<file path="config.mk">
export PLATFORM = sky130hd
export DESIGN_NAME = qspi_cmd_seq
export DESIGN_NICKNAME = d
export VERILOG_FILES = /design/src/rtl/qspi_pkg.sv /design/src/rtl/qspi_cmd_seq.sv
export SDC_FILE = /design/constraint.sdc
export NUM_CORES = 1
export LEC_CHECK = 0
export CAP_MARGIN = 15
export CELL_PAD_IN_SITES_DETAIL_PLACEMENT = 1
export CELL_PAD_IN_SITES_GLOBAL_PLACEMENT = 2
export CORE_UTILIZATION = 28
export CTS_CLUSTER_DIAMETER = 200
export DETAILED_ROUTE_END_ITERATION = 8
export PLACE_DENSITY = 0.82
export SYNTH_ARGS = -nofsm -noshare
export SYNTH_HDL_FRONTEND = slang
export SYNTH_SLANG_ARGS = --single-unit
</file>
<file path="constraint.sdc">
create_clock -name clk -period 5.9 [get_ports clk]
set_input_delay 0.59 -clock clk [delete_from_list [all_inputs] [get_ports clk]]
set_output_delay 0.59 -clock clk [all_outputs]
set_load 0.01 [all_outputs]
</file>
<file path="src/rtl/qspi_pkg.sv">
// rtl/qspi_pkg.sv - lane-mode codes, sequencer state encoding and dummy pattern shared by the QSPI blocks
package qspi_pkg;

  typedef enum logic [1:0] {
    LANE_STD  = 2'b00,
    LANE_DUAL = 2'b01,
    LANE_QUAD = 2'b10
  } lane_e;

  typedef enum logic [2:0] {
    ST_IDLE  = 3'd0,
    ST_CMD   = 3'd1,
    ST_ADDR  = 3'd2,
    ST_DUMMY = 3'd3,
    ST_DATA  = 3'd4
  } state_e;

  localparam logic [7:0] DUMMY_BYTE = 8'hFF;

  // The reserved lane code falls back to single-lane so the byte engine never sees it.
  function automatic logic [1:0] lane_fix(input logic [1:0] t);
    return (t == 2'b11) ? 2'(LANE_STD) : t;
  endfunction

endpackage

</file>
<file path="src/rtl/qspi_cmd_seq.sv">
// rtl/qspi_cmd_seq.sv - QSPI command/address/dummy/data byte sequencer feeding the SPI byte engine
// Define QSPI_SEQ_ADDR4B_EN for per-request 4-byte addressing (adds the req_addr4b input).
module qspi_cmd_seq
  import qspi_pkg::*;
#(
  parameter int LEN_W = 9
) (
  input  logic             clk,
  input  logic             rst_n,
  input  logic             req_vld,
  output logic             req_rdy,
  input  logic [7:0]       req_cmd,
  input  logic [31:0]      req_addr,
  input  logic             req_addr_en,
  input  logic [3:0]       req_dummy,
  input  logic [LEN_W-1:0] req_len,
  input  logic [1:0]       req_cmd_type,
  input  logic [1:0]       req_addr_type,
  input  logic [1:0]       req_dat_type,
`ifdef QSPI_SEQ_ADDR4B_EN
  input  logic             req_addr4b,
`endif
  input  logic             wr_vld,
  output logic             wr_rdy,
  input  logic [7:0]       wr_dat,
  output logic             o_spi_vld,
  input  logic             i_spi_rdy,
  output logic [7:0]       o_spi_dat,
  output logic [1:0]       o_spi_type,
  output logic             o_spi_continue,
  output logic             busy,
  output logic             done
);

  logic req_is_4b;

`ifdef QSPI_SEQ_ADDR4B_EN
  localparam int ADDR_W = 32;
  assign req_is_4b = req_addr4b | (|req_addr[31:24]);
`else
  localparam int ADDR_W = 24;
  logic unused_addr_hi;
  assign unused_addr_hi = ^req_addr[31:24];
  assign req_is_4b      = 1'b0;
`endif

  state_e             state_q, state_d;
  logic [7:0]         cmd_q, cmd_d;
  logic [ADDR_W-1:0]  addr_q, addr_d;
  logic               addr_en_q, addr_en_d;
  logic [1:0]         cmd_type_q, cmd_type_d;
  logic [1:0]         addr_type_q, addr_type_d;
  logic [1:0]         dat_type_q, dat_type_d;
  logic [1:0]         addr_idx_q, addr_idx_d;
  logic [3:0]         dummy_cnt_q, dummy_cnt_d;
  logic [LEN_W-1:0]   len_cnt_q, len_cnt_d;
  logic               done_q, done_d;

  logic               spi_vld, spi_hs, phase_end, last_byte;
  state_e             phase_nxt, post_addr, post_dummy;
  logic [31:0]        addr_ext;
  logic [7:0]         addr_byte;

  always_ff @(posedge clk) begin
    if (!rst_n) begin
      state_q     <= ST_IDLE;
      cmd_q       <= '0;
      addr_q      <= '0;
      addr_en_q   <= 1'b0;
      cmd_type_q  <= '0;
      addr_type_q <= '0;
      dat_type_q  <= '0;
      addr_idx_q  <= '0;
      dummy_cnt_q <= '0;
      len_cnt_q   <= '0;
      done_q      <= 1'b0;
    end else begin
      state_q     <= state_d;
      cmd_q       <= cmd_d;
      addr_q      <= addr_d;
      addr_en_q   <= addr_en_d;
      cmd_type_q  <= cmd_type_d;
      addr_type_q <= addr_type_d;
      dat_type_q  <= dat_type_d;
      addr_idx_q  <= addr_idx_d;
      dummy_cnt_q <= dummy_cnt_d;
      len_cnt_q   <= len_cnt_d;
      done_q      <= done_d;
    end
  end

  assign spi_vld = (state_q == ST_DATA) ? wr_vld : (state_q != ST_IDLE);
  assign spi_hs  = spi_vld & i_spi_rdy;

  // The dummy and length counters double as the latched fields until their own phase starts.
  always_comb begin
    post_dummy = (len_cnt_q != '0) ? ST_DATA : ST_IDLE;
    post_addr  = (dummy_cnt_q != '0) ? ST_DUMMY : post_dummy;
    phase_end  = 1'b0;
    phase_nxt  = ST_IDLE;
    unique case (state_q)
      ST_CMD: begin
        phase_end = 1'b1;
        phase_nxt = addr_en_q ? ST_ADDR : post_addr;
      end
      ST_ADDR: begin
        phase_end = (addr_idx_q == 2'd3);
        phase_nxt = post_addr;
      end
      ST_DUMMY: begin
        phase_end = (dummy_cnt_q == 4'd1);
        phase_nxt = post_dummy;
      end
      ST_DATA: begin
        phase_end = (len_cnt_q == LEN_W'(1));
        phase_nxt = ST_IDLE;
      end
      default: ;
    endcase
    last_byte = phase_end & (phase_nxt == ST_IDLE);

    state_d     = state_q;
    cmd_d       = cmd_q;
    addr_d      = addr_q;
    addr_en_d   = addr_en_q;
    cmd_type_d  = cmd_type_q;
    addr_type_d = addr_type_q;
    dat_type_d  = dat_type_q;
    addr_idx_d  = addr_idx_q;
    dummy_cnt_d = dummy_cnt_q;
    len_cnt_d   = len_cnt_q;
    done_d      = 1'b0;

    if (state_q == ST_IDLE) begin
      if (req_vld) begin
        state_d     = ST_CMD;
        cmd_d       = req_cmd;
        addr_d      = req_addr[ADDR_W-1:0];
        addr_en_d   = req_addr_en;
        cmd_type_d  = req_cmd_type;
        addr_type_d = req_addr_type;
        dat_type_d  = req_dat_type;
        addr_idx_d  = req_is_4b ? 2'd0 : 2'd1;
        dummy_cnt_d = req_dummy;
        len_cnt_d   = req_len;
      end
    end else if (spi_hs) begin
      unique case (state_q)
        ST_ADDR:  addr_idx_d  = addr_idx_q + 2'd1;
        ST_DUMMY: dummy_cnt_d = dummy_cnt_q - 4'd1;
        ST_DATA:  len_cnt_d   = len_cnt_q - LEN_W'(1);
        default: ;
      endcase
      if (phase_end) state_d = phase_nxt;
      done_d = last_byte;
    end
  end

  assign addr_ext = 32'(addr_q);

  always_comb begin
    unique case (addr_idx_q)
      2'd0:    addr_byte = addr_ext[31:24];
      2'd1:    addr_byte = addr_ext[23:16];
      2'd2:    addr_byte = addr_ext[15:8];
      default: addr_byte = addr_ext[7:0];
    endcase

    req_rdy        = 1'b0;
    wr_rdy         = 1'b0;
    o_spi_vld      = 1'b0;
    o_spi_dat      = '0;
    o_spi_type     = '0;
    o_spi_continue = 1'b0;
    if (rst_n) begin
      req_rdy        = (state_q == ST_IDLE);
      o_spi_vld      = spi_vld;
      o_spi_continue = (state_q != ST_IDLE) & ~last_byte;
      unique case (state_q)
        ST_CMD: begin
          o_spi_dat  = cmd_q;
          o_spi_type = lane_fix(cmd_type_q);
        end
        ST_ADDR: begin
          o_spi_dat  = addr_byte;
          o_spi_type = lane_fix(addr_type_q);
        end
        ST_DUMMY: begin
          o_spi_dat  = DUMMY_BYTE;
          o_spi_type = lane_fix(addr_type_q);
        end
        ST_DATA: begin
          o_spi_dat  = wr_dat;
          o_spi_type = lane_fix(dat_type_q);
          wr_rdy     = i_spi_rdy;
        end
        default: ;
      endcase
    end
  end

  assign busy = rst_n & (state_q != ST_IDLE);
  assign done = rst_n & done_q;

endmodule
</file>
## Word-level counts from Yosys, hierarchy flattened

Cells that the tools add are included.

- Add/subtract/negate cells: 3
- Equality and inequality tests: 13
- Mux-type cells: 35
- Bitwise logic cells: 8
- Reduce and logical (&&, ||, !) cells: 18

Operators with widths:

| kind | count |
|---|---|
| 9-bit two-way mux | 4 |
| 8-bit one-hot mux with 4 select lines | 1 |
| 8-bit one-hot mux with 3 select lines | 1 |
| 3-bit two-way mux | 7 |
| 2-bit two-way mux | 8 |
| 4-bit two-way mux | 4 |
| 3-bit AND reduction | 4 |
| 2-bit == test (second input constant) | 5 |
| 2-bit nonzero test | 5 |
| 9-bit by 1-bit == test with 1-bit output (second input constant) | 1 |
| 3-bit one-hot mux with 3 select lines | 1 |
| 9-bit nonzero test | 1 |
| 9-bit by 1-bit subtractor with 9-bit output (second input constant) | 1 |
| 8-bit two-way mux | 1 |
| 3-bit by 2-bit == test with 1-bit output (second input constant) | 2 |
| 3-bit zero test | 2 |
| 1-bit two-way mux | 6 |
| 2-bit one-hot mux with 3 select lines | 1 |
| 1-bit AND | 5 |
| 4-bit by 1-bit == test with 1-bit output (second input constant) | 1 |
| 1-bit one-hot mux with 4 select lines | 1 |
| 4-bit nonzero test | 1 |
| 4-bit by 1-bit subtractor with 4-bit output (second input constant) | 1 |
| 3-bit by 1-bit == test with 1-bit output (second input constant) | 1 |
| 10 further kinds | 12 |

- Register bits after elaboration: 58
- Bits of input ports: 73
- Output and inout port bits: 16

## Logic depth before layout (Yosys ltp)

Gate-level depths: netlist of the first run.

- Depth in word-level cells: 10
- Gate-level depth with buffers: 8
- Mapped depth without buffers: 7

## Least setup slack after synthesis of the first run

No wires, ideal clock.

- Path kind: input port to output port
- From: input rst_n
- To: output wr_rdy
- Data arrival time: 1.698 ns
- Data required time: 5.310 ns
- Path slack: 3.612 ns
- Stages: 4
- Path through: clkbuf_1 inv_1 nor3_1 and2_1

- Longest elaborated chain between the ends: 1

Ends and longest elaborated chain:

| what | RTL line | RTL |
|---|---|---|
| start: declaration | qspi_cmd_seq.sv:9 | `input logic rst_n,` |
| 1-bit two-way mux | qspi_cmd_seq.sv:175 | `if (rst_n) begin` |
| end: declaration | qspi_cmd_seq.sv:24 | `output logic wr_rdy,` |

Every way passes these cells.

## Final worst setup path of the first run

- From: register state_q[0]
- To: output o_spi_dat[7]

- Longest elaborated chain between the ends: 3
- Elaborated cells between the ends (all ways): 6
- Classes of those cells: eq/ne: 4; mux: 2

Ends and longest elaborated chain:

| what | RTL line | RTL |
|---|---|---|
| start: declaration | qspi_cmd_seq.sv:47 | `state_e state_q, state_d;` |
| start signal: assignment | qspi_cmd_seq.sv:78 | `state_q <= state_d;` |
| 3-bit == test (tied with other cells) | qspi_cmd_seq.sv:179 | `unique case (state_q)` |
| 8-bit one-hot mux with 4 select lines (*) | qspi_cmd_seq.sv:179 |  |
| 8-bit two-way mux (*) | qspi_cmd_seq.sv:175 |  |
| end: declaration | qspi_cmd_seq.sv:28 | `output logic [7:0] o_spi_dat,` |

Mark *: on every way between the ends. The rest lies on a longest branch, timed or not.

==> reports/metrics.csv, run 1 <==
metric,value,unit
end_kind,output port,
crit_path_start_kind,flop,
cts.sinks,58,
fin_skew,0.00967,ns
synthArstFlopShare,0,
p_leak,0.00157,uW
hold_path.class,reg -> reg,
design_area,4190,sq um
setup_violations,0,
detailed_place_hpwl,6.78,mm
die_x,108,um
yosysTopAreaCellShare,0.371,
synth_top_cells_by_area,"dfxtp_1 (37%), nand2_1 (12%), a21oi_1 (9.3%)",
synth_edf_count,0,
ant_nets,0,
fin_crit,3.71,ns
cts_resized,0,
reg2reg_from,state_q[0]$_SDFFE_PN0P_,
critPathMaxFanout,30,
clock.fmax,269,MHz
start_util,0.288,
avgSynthCellArea,7.43,sq um
wire_per_inst,15.3,um
drt_iter0_drc,102,
fp.dieH,108,um
totalNegativeSetupSlack,0,ns
syn_inst,421,
crit_type,reg -> out,
r2r_slack,3.50,ns
globalplace.congestion,0.784,
syn_area,3130,sq um
rows,38,
cts-root-buf,clkbuf_8,
synth.most_common_cell,nand2_1,
grt_pass1_wl,16.2,mm
grt.total_usage,0.179,
routed_wl,9.61,mm
die-area,11600,sq um
maxCapViolCount,0,
ys_seq_area_frac,0.371,
grt_max_degree,58,
final_util,0.387,
path_clk_slew,0.08,ns
drive_gt1_frac,0.0634,
cts_tree,yes,
final_hold_viol_count,0,
synth_commonest_cells,"nand2_1 (99), a21oi_1 (58), dfxtp_1 (58)",
design.core.area,10800,sq um
crit_start,state_q[0]$_SDFFE_PN0P_,
vias,3159,
drt_pass1_iterations,4,
slew_headroom,0.301,
htreeDepth,3,
arrival,3.12,ns
crit_required,5.31,ns
cts_made_buffers,9,
design_power_total,1410,uW
tightest_slew,1.05,ns
ios,89,
area.growth.synth_to_final,34.0,%
final-max-slew-violation-count,0,
clk_path_buf_depth,2,
powerDensity,335,nW/um^2
synth-seq-cells,58,
ir_drop,0.127,mV
status,"finished, final reports clean",
gr-total-overflow,0,
yosysTopAreaCell,dfxtp_1,
fin_crit_sh,0.630,
postCtsSetupBuffers,0,
port_buffers,80,
dpl-instance-area,3960,sq um
ys.flop_type,dfxtp_1,
antenna_found_initial,0,
nets,566,
yosysUniqueCellTypes,51,
rsz0062_at_grt,false,
antenna_cells,0,
grt_pass1_vias,3260,
drt-vias-per-instance,5.02,
clkLatencyLatePin,0.34,ns
syn_nets,503,
yosysWarnings,0,
holdBufCountCts,0,
min_from,addr_q[6]$_SDFFE_PN0P_,
drc,0,
==> cells by family (layout without fill, tap and decap cells) <==
| logic type | Yosys count | after routing | synth area share |
|---|---|---|---|
| AND/OR/NAND/NOR | 171 | 171 | 0.246 |
| buffers and inverters | 44 | 112 | 0.0684 |
| multiplexers | 3 | 3 | 0.00960 |
| AO/OA/AOI/OAI | 136 | 136 | 0.269 |
| adder cells (fa/ha/maj) | 9 | 9 | 0.0360 |
| flip-flops | 58 | 58 | 0.371 |
==> worst paths after layout <==
| check | end | cells after the start |
|---|---|---|
| worst max-delay path | o_spi_dat[7] | 5 |
| worst min-delay path | addr_q[6]$_SDFFE_PN0P_ | 2 |
| worst max register to register | state_q[0]$_SDFFE_PN0P_ | 5 |
| worst min register to register | addr_q[6]$_SDFFE_PN0P_ | 2 |
==> cell usage in the layout (no fill, tap or decap), types with 2 or more instances in the layout <==
cell,n
a211o_1,8
a211oi_1,4
a21o_1,3
a21oi_1,58
a221oi_1,2
a22oi_1,16
a2bb2oi_1,2
a31oi_1,6
and2_1,3
and2b_2,2
buf_4,4
bufinv_16,2
clkbuf_8,9
clkdlybuf4s50_1,80
clkinv_4,3
dfxtp_1,58
ha_1,9
inv_1,12
mux2i_1,3
nand2_1,99
nand3_1,4
nand3b_1,3
nor2_1,34
nor2b_1,2
nor3_1,7
nor3b_1,3
o21a_1,4
o21ai_0,18
o21ai_1,3
o31ai_1,3
or2_2,2
or3b_2,2
==> through the flow <==
| stage | hold WS [ns] | worst slack, ns | std cells |
|---|---|---|---|
| finish | 0.457 | 2.19 | 629 |
| global route | 0.482 | 1.85 | 629 |
| CTS | 0.462 | 2.08 | 629 |
| detailed placement | 0.451 | 2.27 | 613 |
| global placement | 0.443 | 2.36 | 613 |
| floorplan | 0.434 | 3.61 | 421 |
==> report_power, final <==
group | leakage, uW | internal [uW] | switching (uW)
logic | 0.000981 | 205 | 260
clock network | 0.000110 | 241 | 180
registers | 0.000476 | 450 | 69.3
total | 0.00157 | 896 | 509
==> worst max-delay path: stages (launching register included) <==
cell and delay [ns]:
dfxtp_1 0.65, or2_2 0.52, nor3_1 0.76, nand2_1 0.14
o21ai_0 0.13, clkdlybuf4s50_1 0.57
==> cell type report <==
type	count	area (sq um)
clock buffers	9	124
well taps	140	175
clock inverters	7	103
multi-input cells	319	1750
fillers	1342	6650
repair buffers	84	831
flip-flops and latches	58	1160
inverters	12	45.0
==> registers in the layout, summed over array words and instances, names as in the netlist <==
register	cells
addr_type_q	2
done_q	1
state_q	3
dummy_cnt_q	4
dat_type_q	2
len_cnt_q	9
cmd_type_q	2
addr_q	24
addr_idx_q	2
cmd_q	8
addr_en_q	1
==> layer usage <==
layer  wire [um]  GRT usage  share of wire  up-vias
met3         543     0.0515          0.056        5
li1            -          -              -     1590
met2        4340      0.297           0.45       71
met4          67     0.0352         0.0070        0
met1        4670      0.230           0.49     1493
met5           0          0              0        -
No activity file was read; power rests on OpenSTA's default activity.
==> inputs of run 2 (changes only) <==
--- a/config.mk
+++ b/config.mk
@@ -8,10 +8,10 @@
 export CAP_MARGIN = 15
 export CELL_PAD_IN_SITES_DETAIL_PLACEMENT = 1
 export CELL_PAD_IN_SITES_GLOBAL_PLACEMENT = 2
-export CORE_UTILIZATION = 28
+export CORE_UTILIZATION = 26
 export CTS_CLUSTER_DIAMETER = 200
 export DETAILED_ROUTE_END_ITERATION = 8
-export PLACE_DENSITY = 0.82
+export PLACE_DENSITY = 0.77
 export SYNTH_ARGS = -nofsm -noshare
 export SYNTH_HDL_FRONTEND = slang
 export SYNTH_SLANG_ARGS = --single-unit
==> constraint.sdc (replaced) <==
create_clock -name clk -period 3.61 [get_ports clk]
set_input_delay 0.361 -clock clk [delete_from_list [all_inputs] [get_ports clk]]
set_output_delay 0.361 -clock clk [all_outputs]
set_load 0.01 [all_outputs]
==> run 2 against run 1 <==
Compared with the run above:
- wire length increased by 2.2%
- flip-flop and latch count did not move
- sequential share of layout area fell by 0.66 points
- combinational power increased by 69%
- the flow now finishes with violations (DRC)
- register-to-register slack worse by 2.3 ns
- largest power group is now the clock network
- clock skew down 0.0021 ns
- core utilization shrank 1.5 points
- hold slack got worse by 0.0036 ns
- critical path depth down 1
- critical endpoint is now o_spi_continue
- sequential power increased by 61%
- largest cell class unchanged
- final area increased by 2.4%
==> reports/metrics.csv, run 2 (synthesized netlist as in run 1, its figures left out) <==
metric,value,unit,change
fp.dieH,112,um,+3.7%
cts_tree,yes,,
rsz0062_at_grt,false,,
largest-register,addr_q,,
grt_pass1_wl,16.0,mm,-0.94%
critPathMaxStageDelay,0.90,ns,+0.14 ns
min_from,addr_q[12]$_SDFFE_PN0P_,,
drt_iter0_drc,126,,+24%
rows,39,,+2.6%
clkLatencyLatePin,0.32,ns,-0.02 ns
reg2reg_from,state_q[1]$_SDFFE_PN0P_,,
tightest_slew,0.890,ns,-0.157 ns
port_buffers,80,,unchanged
status,finished with violations,,
maxCapViolCount,0,,unchanged
die-area,12500,sq um,+7.5%
grt_pass1_vias,3259,,-0.031%
hold_path.class,reg -> reg,,
globalplace.congestion,0.809,,+3.2%
drt-vias-per-instance,5.02,,about the same
postCtsSetupBuffers,0,,unchanged
crit_path_start_kind,flop,,
design.core.area,11600,sq um,+6.7%
cts_made_buffers,9,,unchanged
setup_violations,0,,unchanged
whs,0.454,ns,-0.00360 ns
powerDensity,578,nW/um^2,+72%
area.growth.synth_to_final,37.3,%,
antenna_cells,0,,unchanged
die_x,112,um,+3.7%
violations,DRC,,
ios,89,,unchanged
path_cells,"a311oi_1, or2_2, a31oi_1, clkdlybuf4s50_1",,
ant_nets,0,,unchanged
antenna_found_initial,0,,unchanged
path_delay_family,flip-flops,,
fin_crit,3.10,ns,
cp_slowest_cell,dfxtp_1,,
critPathMaxFanout,26,,-13%
arrival,2.74,ns,-0.38 ns
grt.total_usage,0.160,,-0.0185
fin_crit_sh,0.858,,
drt_pass1_iterations,6,,+2
crit_type,reg -> out,,
crit_start,state_q[1]$_SDFFE_PN0P_,,
final_common_cell,nand2_1,,
final_hold_viol_count,0,,unchanged
p_leak,0.00162,uW,+3.3%
drc,4,,+4
htreeDepth,3,,unchanged
reg_top3,"addr_q x24, len_cnt_q x9, cmd_q x8",,
slew_headroom,0.406,,+0.105
ff_latch_area,1160,sq um,unchanged
multi_input_area,1750,sq um,unchanged
fillCellCount,1427,,+6.3%
start_util,0.270,,-0.0181
clk_path_buf_depth,2,,unchanged
crit_required,3.25,ns,-2.06 ns
path_buf_inv,1,,unchanged
detailed_place_hpwl,6.79,mm,+0.17%
nets,569,,+0.53%
grt_max_degree,58,,unchanged
wire_per_inst,15.5,um,+1.3%
fin_skew,0.00754,ns,-0.00213 ns
holdBufCountCts,0,,unchanged
ir_drop,0.193,mV,+53%
gr-total-overflow,0,,unchanged
final-max-slew-violation-count,0,,unchanged
vias,3187,,+0.89%
largest_register_ffs,24,,unchanged
totalNegativeSetupSlack,0,ns,unchanged
final_cell_mix,"nand2_1 (99), clkdlybuf4s50_1 (80), a21oi_1 (58), dfxtp_1 (58), nor2_1 (34)",,
routed_wl,9.83,mm,+2.2%
end_kind,output port,,
cts.sinks,58,,unchanged
drive_gt1_frac,0.0691,,+0.00571
clock.fmax,323,MHz,
cts_resized,0,,unchanged
cts-root-buf,clkbuf_16,,
path_clk_slew,0.06,ns,-0.02 ns
[run 2: cell count changes in the layout (fill, tap and decap cells not counted)]
cell	previous run	this run
buf_4	4	7
bufinv_16	2	1
clkbuf_8	9	0
clkinv_2	0	1
clkbuf_16	0	9
[run 2: layout make-up]
| type | instances | share of cell area |
|---|---|---|
| Multi-Input combinational cell | 319 | 0.408 |
| Clock buffer | 9 | 0.0525 |
| Timing Repair Buffer | 87 | 0.199 |
| Tap cell | 143 | 0.0417 |
| Sequential cell | 58 | 0.270 |
| Clock inverter | 7 | 0.0181 |
| Inverter | 12 | 0.0105 |
[run 2: per-layer routing]
| metal | global-route usage | share of wire |
|---|---|---|
| met1 | 0.198 | 0.47 |
| met2 | 0.282 | 0.48 |
| met3 | 0.0289 | 0.039 |
| met4 | 0.0486 | 0.012 |
| met5 | 0 | 0 |
[run 2: tightest hold or removal path, stage by stage (launching register included)]
cell and delay [ns]:
dfxtp_1 0.31, nand2_1 0.05, a21oi_1 0.05
[run 2: per-stage QoR]
| step | total power, uW | worst slack [ns] | instance area [sq um] | std cells | utilization |
|---|---|---|---|---|---|
| final | 2480 | 0.511 | 4290 | 635 | 0.371 |
| after detailed placement | 1640 | 0.836 | 3990 | 619 | 0.345 |
| after global placement | 1620 | 0.862 | 3990 | 619 | 0.345 |
| after global routing | 2630 | 0.359 | 4290 | 635 | 0.371 |
| after floorplan | 1370 | 1.61 | 3130 | 421 | - |
| after CTS | 2510 | 0.479 | 4290 | 635 | 0.371 |
[run 2: where the power goes]
part / switching (uW) / total, uW / internal (uW)
registers: 101 / 837 / 736
clock network: 320 / 858 / 538
logic: 444 / 787 / 343
total: 865 / 2480 / 1620
[run 2: path summary, 6_finish.rpt]
check | end | slack (ns) | depth (start not counted)
hold reg to reg | addr_q[12]$_SDFFE_PN0P_ | 0.45 | 2
setup / recovery | o_spi_continue | 0.51 | 4
setup reg to reg | state_q[0]$_SDFFE_PN0P_ | 1.25 | 5
hold / removal | addr_q[12]$_SDFFE_PN0P_ | 0.45 | 2
==> patch 1: new RTL, flow settings as in run 1 <==
`addr_q` no longer has a reset.
--- a/src/rtl/qspi_cmd_seq.sv
+++ b/src/rtl/qspi_cmd_seq.sv
@@ -66,5 +66,4 @@
       state_q     <= ST_IDLE;
       cmd_q       <= '0;
-      addr_q      <= '0;
       addr_en_q   <= 1'b0;
       cmd_type_q  <= '0;
@@ -78,5 +77,4 @@
       state_q     <= state_d;
       cmd_q       <= cmd_d;
-      addr_q      <= addr_d;
       addr_en_q   <= addr_en_d;
       cmd_type_q  <= cmd_type_d;
@@ -88,4 +86,8 @@
       done_q      <= done_d;
     end
+  end
+
+  always_ff @(posedge clk) begin
+    addr_q <= addr_d;
   end
 
Check against the original RTL: no difference found for any inputs over 4 cycles, from zero or initial values and one cycle with rst_n low; that may be too few to reach the edited logic, so the function may still have changed.
==> patch 1 against run 1 <==
- die area is 2.2% lower
- cell area decreased by 1.1%
- sequential cell count unchanged
- cell count fell by 13%
- synthesized cell count down 20%
- highest routed layer unchanged
- via count fell by 14%
- total power shrank 18%
- area after synthesis decreased by 2.2%
- wire length is 9.3% lower
- setup slack lost 0.020 ns
==> patch 1: results (changes against run 1) <==
R2R depth - 6 (was 5)
Clk slew on worst S/H paths - 0.06 ns (was 0.08 ns)
Clock Latency Late Sink - 0.34 ns (about the same)
Commonest cells post-synth - nand2_1, dfxtp_1, nor2_1 (was nand2_1, a21oi_1, dfxtp_1)
Gpl congestion - 0.756 (was 0.784)
HP Class - flip-flop to flip-flop (unchanged)
Run status - complete, no violations (unchanged)
Synth area leaders - edfxtp_1, dfxtp_1, nand2_1, a22oi_1, ha_1 (was dfxtp_1, nand2_1, a21oi_1, nor2_1, a22oi_1)
Crit Path Max Fanout - 41 (was 30)
Final WL - 8720 um (was 9610 um)
Syn nets - 417 (was 503)
Vias in the first global route - 2800 (was 3260)
First-pass GRT wire length - 14300 um (was 16200 um)
Initial antenna violation count - 0 (unchanged)
Seq/Total Area, Yosys - 0.458 (was 0.371)
Internal power - 0.826 mW (was 0.896 mW)
R2r endpoint - state_q[2]$_SDFFE_PN0P_ (was state_q[0]$_SDFFE_PN0P_)
CP arrival - 3.14 ns (was 3.12 ns)
Endpoint, Worst Hold - cmd_q[0]$_SDFFE_PN0P_ (was addr_q[6]$_SDFFE_PN0P_)
Leak - 1.56 nW (was 1.57 nW)
Max FFs per register - 24 (unchanged)
RR Startpoint - state_q[1]$_SDFFE_PN0P_ (was state_q[0]$_SDFFE_PN0P_)
Max-slew headroom - 0.292 (was 0.301)
Hold_ws - 0.457 ns (about the same)
Drt initial violations - 128 (was 102)
Share of cells above drive strength 1 - 0.0608 (was 0.0634)
Worst vdd ir - 121 uV (was 127 uV)
Via density - 4.97 (was 5.02)
Worst hold path startpoint - cmd_q[0]$_SDFFE_PN0P_ (was addr_q[6]$_SDFFE_PN0P_)
H-tree depth - 3 (unchanged)
# fillers - 1239 (was 1342)
Post-detail-place hpwl - 6300 um (was 6780 um)
DP Worst Slack - 2.09 ns (was 2.27 ns)
Count of cell types in the netlist - 55 (was 51)
Setup Skew - 0.00737 ns (was 0.00967 ns)
Port Buffers - 80 (unchanged)
Final nets - 488 (was 566)
patch 1: cell count changes after synthesis, moves of 3 or more:
cell,change
nor2_1,-5
a21oi_1,-47
a21boi_0,+6
and2_1,+6
nor2b_1,+3
dfxtp_1,-24
buf_2,+6
clkbuf_1,-14
edfxtp_1,+24
nand2_1,-46
o221a_2,+3
and3_1,+4
a21boi_1,+9
patch 1: cells by family (layout without fill, tap and decap cells):
group | after synthesis | count (layout) | share of synthesized area
DFF | 58 | 58 | 0.458
and+or+nand+nor | 130 | 130 | 0.201
buffers and inverters | 34 | 110 | 0.0565
muxes | 3 | 3 | 0.00982
xor gates and xnor gates | 1 | 1 | 0.00286
AOI/OAI and AO/OA | 100 | 100 | 0.234
adders and majority gates | 9 | 9 | 0.0368
patch 1: layer usage:
metal / GRT usage / part of all wire / vias up
met5: 0 / 0 / -
met1: 0.207 / 0.46 / 1303
met2: 0.275 / 0.50 / 54
li1: - / - / 1350
met4: 0.0695 / 0.015 / 0
met3: 0.0276 / 0.031 / 13
patch 1: worst max path at each step:
stage,startpoint,to,slack [ns],cells past startpoint
4_1_cts,rst_n,o_spi_dat[0],2.08,7
6_report,rst_n,o_spi_dat[0],2.17,7
5_1_grt,rst_n,o_spi_dat[0],1.96,7
3_3_place_gp,rst_n,o_spi_dat[6],2.17,7
2_1_floorplan,addr_idx_q[0]$_SDFFE_PN0P_,o_spi_dat[6],3.67,7
3_5_place_dp,rst_n,o_spi_dat[0],2.09,7
patch 1: final cells by class:
cell class,count,area share
multi-input cells,243,0.359
flip-flops and latches,58,0.338
repair buffers,83,0.199
well taps,136,0.0411
clock buffers,11,0.0341
clock inverters,5,0.0187
inverters,11,0.00996
patch 1: worst max-delay path: stages:
cell and delay, ns:
clkdlybuf4s50_1 0.45, buf_4 0.34, nand2_1 0.13, nor3_1 0.82, nand2_1 0.12, o21ai_0 0.13
clkdlybuf4s50_1 0.57
patch 1: metrics by stage:
stage	instances	instance area [um^2]
6_report	547	4140
5_1_grt	547	4140
4_1_cts	547	4140
3_5_place_dp	531	3930
3_3_place_gp	531	3930
2_1_floorplan	335	3060
patch 1: power groups by stage:
stage | clock, mW | sequential [mW] | combinational (mW)
after floorplan | 0 | 0.484 | 0.160
after global placement | 0 | 0.493 | 0.243
after detailed placement | 0 | 0.496 | 0.251
after CTS | 0.421 | 0.487 | 0.253
after global routing | 0.440 | 0.492 | 0.279
final | 0.414 | 0.487 | 0.249
==> patch 2: new RTL, config.mk and constraints of run 1 <==
Without the edit above. Change the parameter `LEN_W` from 9 to 13.
--- a/src/rtl/qspi_cmd_seq.sv
+++ b/src/rtl/qspi_cmd_seq.sv
@@ -4,5 +4,5 @@
   import qspi_pkg::*;
 #(
-  parameter int LEN_W = 9
+  parameter int LEN_W = 13
 ) (
   input  logic             clk,
Ports: changed (resized req_len); port bits go from 89 to 93. The function was not compared with the original's and may differ.
==> patch 2 against run 1 <==
- the run now ends with DRC left
- count of clock-buffer cells in the layout grew 4
- worst hold slack lost 0.0035 ns
- sequential cell count grew 4
- clock skew shrank 0.0054 ns
- area after synthesis grew 8.7%
- wire length grew 13%
- first-iteration DRC count grew 72%
- setup slack gained 0.069 ns
- utilization grew 1.0 points
- synthesized cell count grew 10%
- cell area grew 10%
- total power grew 49%
- largest power group is now combinational logic
- highest routed layer unchanged
==> patch 2: results (changes against run 1) <==
Net Sw Frac - 0.407 (was 0.362)
Post-detail-place hpwl - 7550 um (was 6780 um)
Area after DPL - 0.00428 mm^2 (was 0.00396 mm^2)
Failing checks - DRC
YS warnings - 0 (unchanged)
Count of cell types in the netlist - 53 (was 51)
Commonest cells post-synth - nand2_1, a21oi_1, dfxtp_1 (unchanged)
Top Registers - addr_q x24, len_cnt_q x13, cmd_q x8 (was addr_q x24, len_cnt_q x9, cmd_q x8)
Worst hold path startpoint - addr_q[3]$_SDFFE_PN0P_ (was addr_q[6]$_SDFFE_PN0P_)
Clk. pwr - 0.565 mW (was 0.421 mW)
Max-slew headroom - 0.386 (was 0.301)
Root Driver - clkbuf_16 (was clkbuf_8)
Setup Skew - 0.00431 ns (was 0.00967 ns)
Final nets - 612 (was 566)
R2R depth - 7 (was 5)
Seq/Total Area, Yosys - 0.365 (was 0.371)
Mux cell area share after synthesis - 0.00883 (was 0.00960)
Syn nets - 549 (was 503)
First-pass GRT wire length - 17900 um (was 16200 um)
Largest net degree at the start of global routing - 41 (was 58)
Final WL - 10900 um (was 9610 um)
Synth Area per Inst - 7.34 um^2 (was 7.43 um^2)
Crit Path Max Fanout - 32 (was 30)
Peak Freq - 274 MHz (was 269 MHz)
Comb. pwr - 0.902 mW (was 0.465 mW)
Inserted Clock Buffers - 9 (unchanged)
Run status - complete, but fails checks (was complete, no violations)
P&R area growth vs syn - 35.6% (was 34.0%)
Vias in the first global route - 3595 (was 3260)
Drt pass-1 iters - 6 (was 4)
Tot Pwr - 2.09 mW (was 1.41 mW)
Synth area leaders - dfxtp_1, nand2_1, a21oi_1, nor2_1, ha_1 (was dfxtp_1, nand2_1, a21oi_1, nor2_1, a22oi_1)
Endpoint, Worst Hold - addr_q[3]$_SDFFE_PN0P_ (was addr_q[6]$_SDFFE_PN0P_)
DP Worst Slack - 2.27 ns (about the same)
Hold_ws - 0.454 ns (was 0.457 ns)
Clock Latency Late Sink - 0.33 ns
Worst R2R Setup Slack - 3.56 ns (was 3.50 ns)
CP arrival - 3.05 ns (was 3.12 ns)
DRC Markers - 4 (was 0)
Port Buffers - 84 (was 80)
Via density - 5.21 (was 5.02)
GRT Total Usage - 0.179 (about the same)
Fraction of the mapped netlist area in compound gates - 0.272 (was 0.269)
Worst vdd ir - 159 uV (was 127 uV)
Adder-Cell Fraction of Synth Area - 0.0331 (was 0.0360)
# fillers - 1422 (was 1342)
R2r endpoint - done_q$_SDFF_PP0_ (was state_q[0]$_SDFFE_PN0P_)
Crit. Startpoint - rst_n (was state_q[0]$_SDFFE_PN0P_)
Leak - 1.71 nW (was 1.57 nW)
Placed instance count - 657 (was 613)
RR Startpoint - dummy_cnt_q[0]$_SDFFE_PN0P_ (was state_q[0]$_SDFFE_PN0P_)
Vias - 3509 (was 3159)
Clk slew on worst S/H paths - 0.06 ns (was 0.08 ns)
Drt initial violations - 175 (was 102)
Share of cells above drive strength 1 - 0.0603 (was 0.0634)
Gpl congestion - 0.770 (was 0.784)
Cells on Worst Hold Path - 2 (unchanged)
[patch 2: changes by cell type after synthesis, sizes merged, moves of 5 or more]
| cell | delta |
|---|---|
| a211oi | +8 |
| clkbuf | -5 |
| nand2 | +8 |
| a211o | -8 |
| o21ai | -8 |
| o41ai | +7 |
| buf | +13 |
| a22oi | -7 |
| a21oi | +11 |
[patch 2: layout make-up]
class | instances | area share
inverter | 13 | 0.0106
tap | 143 | 0.0388
clock buffer | 13 | 0.0608
multi-input combinational | 348 | 0.416
sequential | 62 | 0.269
timing repair buffer | 92 | 0.195
clock inverter | 3 | 0.00869
[patch 2: worst max-delay path: stages]
cell and delay (ns):
clkdlybuf4s50_1 0.88, inv_2 0.42, o41ai_1 0.53, clkdlybuf4s50_1 0.62
[patch 2: layer usage]
metal  GRT usage  wire [um]
met4      0.0551         92
met2       0.287       4890
met5           0          0
met1       0.241       5440
met3      0.0400        482
